--- config.mk ---
export PLATFORM = sky130hd
export DESIGN_NAME = pipe_stage_skid_buffer
export DESIGN_NICKNAME = d
export VERILOG_FILES = /design/src/rtl/pipe_pkg.sv /design/src/rtl/pipe_sat_counter.sv /design/src/rtl/pipe_stage_skid_buffer.sv
export SDC_FILE = /design/constraint.sdc
export NUM_CORES = 1
export LEC_CHECK = 0
export CORE_ASPECT_RATIO = 0.6
export CORE_MARGIN = 2
export CORE_UTILIZATION = 51
export CTS_CLUSTER_DIAMETER = 40
export DETAILED_ROUTE_END_ITERATION = 10
export PLACE_DENSITY = 0.81
export SLEW_MARGIN = 20
export SYNTH_ARGS = -nofsm -noshare
export SYNTH_HDL_FRONTEND = slang
export SYNTH_SLANG_ARGS = --single-unit
--- constraint.sdc ---
create_clock -name clk -period 2.57 [get_ports clk]
set_clock_uncertainty 0.15 [all_clocks]
set_input_delay 0.6425 -clock clk [delete_from_list [all_inputs] [get_ports clk]]
set_output_delay 0.6425 -clock clk [all_outputs]
set_load 0.005 [all_outputs]
--- src/rtl/pipe_pkg.sv ---
// Shared definitions for pipeline stage registers: occupancy encoding and
// the default field geometry used by every stage instance.
package pipe_pkg;

  typedef enum logic [1:0] {
    PS_EMPTY = 2'd0,
    PS_ONE   = 2'd1,
    PS_FULL  = 2'd2
  } pipe_state_e;

  localparam int PIPE_WIDTH      = 32;
  localparam int PIPE_NUM_FIELDS = 4;

endpackage

--- src/rtl/pipe_sat_counter.sv ---
// Saturating up-counter; latency 1 cycle from inc to count.
// Holds at all-ones instead of wrapping; cleared only by reset.
module pipe_sat_counter #(
  parameter int W = 16
) (
  input  logic         clk,
  input  logic         rst_n,
  input  logic         inc,
  output logic [W-1:0] count
);

  logic [W-1:0] count_q;

  always_ff @(posedge clk or negedge rst_n) begin
    if (!rst_n) begin
      count_q <= '0;
    end else if (inc && (count_q != {W{1'b1}})) begin
      count_q <= count_q + W'(1);
    end
  end

  assign count = count_q;

endmodule

--- src/rtl/pipe_stage_skid_buffer.sv ---
// Pipeline stage register with 2-entry skid storage; 1-cycle latency, strict FIFO.
// in_ready is registered (deasserts only when the skid entry is occupied); flush drops everything.
module pipe_stage_skid_buffer
  import pipe_pkg::*;
#(
  parameter int WIDTH      = PIPE_WIDTH,
  parameter int NUM_FIELDS = PIPE_NUM_FIELDS,
  parameter int CNT_W      = 16
) (
  input  logic                          clk,
  input  logic                          rst_n,
  input  logic                          in_valid,
  output logic                          in_ready,
  input  logic [NUM_FIELDS*WIDTH-1:0]   in_data,
  input  logic                          flush,
  input  logic                          stall,
  output logic                          out_valid,
  input  logic                          out_ready,
  output logic [NUM_FIELDS*WIDTH-1:0]   out_data,
  output logic [1:0]                    occupancy,
  output logic [CNT_W-1:0]              stall_cnt
);

  localparam int DW = NUM_FIELDS * WIDTH;

  pipe_state_e   state_q, state_d;
  logic [DW-1:0] main_q, main_d;
  logic [DW-1:0] skid_q, skid_d;
  logic          in_ready_q, in_ready_d;
  logic          acc, xfer;

  assign out_valid = (state_q != PS_EMPTY);
  assign acc       = in_valid & in_ready_q;
  assign xfer      = out_valid & out_ready & ~stall;

  always_comb begin
    state_d = state_q;
    main_d  = main_q;
    skid_d  = skid_q;
    if (flush) begin
      state_d = PS_EMPTY;
      main_d  = '0;
      skid_d  = '0;
    end else begin
      unique case (state_q)
        PS_EMPTY: begin
          if (acc) begin
            state_d = PS_ONE;
            main_d  = in_data;
          end
        end
        PS_ONE: begin
          if (acc && xfer) begin
            main_d = in_data;
          end else if (acc) begin
            state_d = PS_FULL;
            skid_d  = in_data;
          end else if (xfer) begin
            state_d = PS_EMPTY;
          end
        end
        PS_FULL: begin
          // Skid entry promotes to main; skid_q keeps a stale copy that is never observed.
          if (xfer) begin
            state_d = PS_ONE;
            main_d  = skid_q;
          end
        end
        default: state_d = PS_EMPTY;
      endcase
    end
  end

  assign in_ready_d = (state_d != PS_FULL);

  always_ff @(posedge clk or negedge rst_n) begin
    if (!rst_n) begin
      state_q    <= PS_EMPTY;
      main_q     <= '0;
      skid_q     <= '0;
      in_ready_q <= 1'b1;
    end else begin
      state_q    <= state_d;
      main_q     <= main_d;
      skid_q     <= skid_d;
      in_ready_q <= in_ready_d;
    end
  end

  assign in_ready  = in_ready_q;
  assign out_data  = main_q;
  assign occupancy = state_q;

  pipe_sat_counter #(.W(CNT_W)) u_stall_cnt (
    .clk   (clk),
    .rst_n (rst_n),
    .inc   (out_valid & ~xfer & ~flush),
    .count (stall_cnt)
  );

endmodule
; After elaboration in Yosys (flattened, before gate mapping)
; Index checks and enable logic that the tools add are counted.
[classes]
n_eq_ne = 8
bitwise = 8
n_reduce_logical = 9
n_div = 0
mux = 15
n_addsub = 1
n_mul = 0
shift = 0
order_cmp = 0
[op_table]
columns = cell, count
row1 = $mux W128, 7
row2 = $pmux W128 S3, 1
row3 = $add A16 B1 Y16 const B, 1
row4 = $ne A16 B16 Y1 const B, 1
row5 = $mux W2, 6
row6 = $ne A3 B3 Y1 const B, 3
row7 = $pmux W2 S3, 1
row8 = $reduce_bool A2 Y1, 3
row9 = $and A1 B1 Y1, 5
row10 = $ne A2 B2 Y1 const B, 2
row11 = $reduce_and A4 Y1, 1
row12 = $reduce_bool A4 Y1, 1
row13 = $not A1 Y1, 3
row14 = $reduce_and A3 Y1, 1
row15 = $eq A2 B1 Y1 const B, 1
row16 = $eq A2 B2 Y1 const B, 1
row17 = $logic_and A1 B1 Y1, 2
row18 = $logic_not A2 Y1, 1
[totals]
word_cells = 46
romBits = 0
ram_bits = 0
regBits = 275
latch_bits = 0
in_bits = 134
memories = 0

; Depth between registers and ports, before layout
[logic_depth]
depth_word = 9
depth_mapped = 6

; Modules after synthesis
; From an unflattened synthesis, not the netlist that was laid out.
[unflattened]
cells_unflattened = 1349
area_unflattened_um2 = 12600.8
[by_module_without_submodules]
columns = module, instances, cells_each, area_each_um2, seq_area_each_um2
row1 = pipe_stage_skid_buffer, 1, 1277, 11741.3, 6482.5
row2 = pipe_sat_counter, 1, 72, 859.6, 400.4

; Worst setup path after synthesis
; OpenSTA, ideal clock, no wires.
[synth_path]
kind = input -> register
from = in flush
to = reg main_q[0] (netlist: out_data[0])
n_path_buf = 3
setup_ns = 0.125
setup_slack_ns = 0.475
stages = 6
arrival_time_ns = 1.820
cell_sequence = clkbuf_1 > inv_1 > o311ai_1 > buf_2 > buf_6 > mux2_2
[synth_between]
elab_chain_len = 2
[synth_lines]
columns = item, line_no
row1 = start: declaration, pipe_stage_skid_buffer.sv:15  ; input logic flush,
row2 = $ne A3 B3 Y1 (no source line) or $reduce_bool A4 Y1 (tied branches), -
row3 = $reduce_and A4 Y1 (no source line), -
row4 = end signal: assignment, pipe_stage_skid_buffer.sv:84  ; main_q <= main_d;
row5 = end: declaration, pipe_stage_skid_buffer.sv:27  ; logic [DW-1:0] main_q, main_d;
; Several ways; a longest one is shown, not always the timed one.
; A chain may end at the register's enable or synchronous reset.

; Final worst setup path
[layout_path]
from = reg state_q[1] (netlist: occupancy[1])
to = out out_valid
[layout_between]
elab_chain_len = 1
[layout_lines]
columns = item, line_no
row1 = start: declaration, pipe_stage_skid_buffer.sv:26  ; pipe_state_e state_q, state_d;
row2 = start signal: assignment, pipe_stage_skid_buffer.sv:83  ; state_q <= state_d;
row3 = $reduce_bool A2 Y1, pipe_stage_skid_buffer.sv:32  ; assign out_valid = (state_q != PS_EMPTY);
row4 = end: declaration, pipe_stage_skid_buffer.sv:17  ; output logic out_valid,
; No other way between the ends.

==> impl_metrics.env <==
export IMPL_ys_types=37
export IMPL_clkSinkCount=275
export IMPL_yosys_area_share_simple=0.175
export IMPL_clkLatencyLatePin_ns=0.54
export IMPL_max_stage_delay_ns=0.48
export IMPL_startpoint_type="register"
export IMPL_setup_tns_ns=0
export IMPL_rrSetupSlack_ns=0.46
export IMPL_drv_cap=0
export IMPL_vdd_drop_max_mv=0.466
export IMPL_synth_seq_cells=275
export IMPL_max_slew_worst_pin_slew_ns=0.643
export IMPL_fp_coreArea_um2=24200
export IMPL_clockBufferDepth=3
export IMPL_synth_flop_cell="dfrtp_1"
export IMPL_endpoint_kind="output pin"
export IMPL_grt_start_max_net_pins=139
export IMPL_status="finished, final reports clean"
export IMPL_criticalPathCategory="register to output pin"
export IMPL_finalCriticalPeriod_ns=2.53
export IMPL_dieArea_um2=25900
export IMPL_ys_async_sr_fraction=1.00
export IMPL_worst_ep_arrival_time_ns=1.74
export IMPL_syn_inst=1345
export IMPL_clkTransAtPathRegs_ns=0.06
export IMPL_die_height_um=125
export IMPL_layout_commonest_cell="nand2_1"
export IMPL_viasPerCell=5.56
export IMPL_overflow=0
export IMPL_grtUsageTotal=0.274
export IMPL_dp_hpwl_mm=22.6
export IMPL_htree_levels=1
export IMPL_tritoncts="done"
export IMPL_hp_class="register to register"
export IMPL_avgSynthCellArea_um2=9.31
export IMPL_io_pins=282
export IMPL_rr_worst_depth=7
export IMPL_slowest_stage="dfrtp_2"
export IMPL_reg2reg_from="occupancy[0]$_DFF_PN0_"
export IMPL_cellLeakagePower_nw=7.46
export IMPL_setup_viol=0
export IMPL_synth_area_leaders="dfrtp_1 (55%), nand2_1 (16%), mux2_2 (12%)"
export IMPL_worstPathCellList="nor2_2 > inv_1 > clkdlybuf4s50_1"
export IMPL_detail_route_antenna_nets=0
export IMPL_yosysTopAreaCell="dfrtp_1"
export IMPL_num_rows=44
export IMPL_synth_compound_area_share=0.108
export IMPL_fmax_mhz=395
export IMPL_crit_end="out_valid"
export IMPL_wirelength_mm=35.6
export IMPL_maxSlewViolCount=0
export IMPL_first_global_vias=10600
export IMPL_io_buffer_count=281
export IMPL_num_vias=10800
export IMPL_place_congestion=0.908
export IMPL_yosys_area_share_xor_xnor=0.00839
export IMPL_drc_errors=0
export IMPL_relSlewSlack=0.571
export IMPL_crit_fanout=7
export IMPL_layout_drive_gt1_share=0.147
export IMPL_root_buffer="clkbuf_16"
export IMPL_critical_path_top_delay_family="buffers and inverters"
export IMPL_ys_seq_area_frac=0.549
export IMPL_syn_num_nets=1480
export IMPL_wl_per_cell_um=18.3
export IMPL_synth_top_family_by_area="simple AND/OR/NAND/NOR gates"
export IMPL_hold_viol=0
export IMPL_grt_pass1_wl_mm=56.8
export IMPL_synthAdderAreaFrac=0.000999
export IMPL_worstSetupStartpoint="occupancy[1]$_DFF_PN0_"
export IMPL_synth_edf_count=0
export IMPL_cts_made_buffers=30
export IMPL_cp_depth=3
export IMPL_layout_common_cells="nand2_1 (518), clkdlybuf4s50_1 (279), dfrtp_1 (272)"
export IMPL_ys_warn_count=0
export IMPL_synth_mux_area_frac=0.116
export IMPL_antenna_found_initial=4
export IMPL_fillers=1703
export IMPL_firstDrtPassIters=6
export IMPL_drt_iter0_markers=1219
export IMPL_nets=1735
export IMPL_powerDensity_nw_per_um2=676
export IMPL_fin_crit_sh=0.986
export IMPL_area_delta_synth_final_pct=35.6
export IMPL_die_x_um=206
export IMPL_final_util=0.703
export IMPL_yosys_area_top_type_share=0.547
export IMPL_r2r_end="out_data[30]$_DFFE_PN0P_"
export IMPL_crit_required_ns=1.78
export IMPL_crit_buf_inv=2
export IMPL_start_util=0.518
export IMPL_syn_area_um2=12500
==> flip-flops by register name, summed over array words and instances (netlist names) <==
name	flops
in_ready	1
occupancy	2
out_data	128
skid_q	128
u_stall_cnt.count	16
==> through the flow <==
stage          hold slack (ns)  setup slack, ns  cells  area (um^2)  total power (W)
2_1_floorplan            0.197            0.475   1345        12500          0.00570
3_3_place_gp             0.341          -0.0649   1887        15900          0.00684
3_5_place_dp             0.345          -0.0752   1887        15900          0.00689
4_1_cts                  0.357           0.0101   1946        17000           0.0115
5_1_grt                  0.369          -0.0117   1946        17000           0.0119
6_report                 0.355           0.0368   1949        17000           0.0115
==> area by class of cell <==
type | instances | area, um^2 | share of cell area
flip-flops and latches | 275 | 6890 | 0.405
diodes | 3 | 7.51 | 0.000442
repair buffers | 323 | 3430 | 0.202
multi-input cells | 966 | 5170 | 0.305
clock inverters | 17 | 219 | 0.0129
inverters | 4 | 15.0 | 0.000884
well taps | 322 | 403 | 0.0237
clock buffers | 39 | 856 | 0.0504
==> synth_stat cells (4+ instances only) <==
master,n
nand3_1,7
buf_1,5
buf_2,36
dfrtp_1,274
mux2_2,128
nor4_1,7
nand4_1,5
inv_1,4
xnor2_1,5
clkbuf_1,47
xor2_1,7
and3_1,4
nand2_1,518
a21oi_1,260
buf_6,10
==> metal layers <==
metal | global-route usage | part of all wire | wire [um]
met3 | 0.0563 | 0.083 | 2950
met2 | 0.422 | 0.46 | 16500
met1 | 0.405 | 0.44 | 15600
met5 | 0 | 0.00048 | 17
met4 | 0.0500 | 0.017 | 595
==> worst min path at each step <==
stage	to	cells past startpoint	startpoint	slack, ns
finish	u_stall_cnt.count[15]$_DFFE_PN0P_	1	u_stall_cnt.count[15]$_DFFE_PN0P_	0.35
global route	out_data[8]$_DFFE_PN0P_	1	out_data[8]$_DFFE_PN0P_	0.37
CTS	u_stall_cnt.count[15]$_DFFE_PN0P_	1	u_stall_cnt.count[15]$_DFFE_PN0P_	0.36
detailed placement	out_data[85]$_DFFE_PN0P_	1	out_data[85]$_DFFE_PN0P_	0.34
global placement	u_stall_cnt.count[15]$_DFFE_PN0P_	1	u_stall_cnt.count[15]$_DFFE_PN0P_	0.34
floorplan	occupancy[0]$_DFF_PN0_	0	rst_n	0.20
==> cells by family (layout without fill, tap and decap cells) <==
kind of cell,count (synthesis),in the layout
muxes,129,129
other,0,3
and+or+nand+nor,557,557
AOI/OAI and AO/OA,267,267
DFF,275,275
buffers and inverters,104,383
adders and majority gates,1,1
xor gates and xnor gates,12,12
==> report_power, final <==
group	switching [W]	internal, W
clock	0.00186	0.00278
sequential	0.000240	0.00466
combinational	0.000847	0.00110
total	0.00295	0.00853
==> repair_timing <==
action / CTS / global route
pin swaps: 0 / 0
setup endpoints to repair: 2 / 1
resized for setup: 2 / 1
endpoints found under the hold margin: 48 / 0
hold buffers: 1 / 0
setup buffers: 2 / 0
Note: power is estimated with default switching activity, not from simulation.
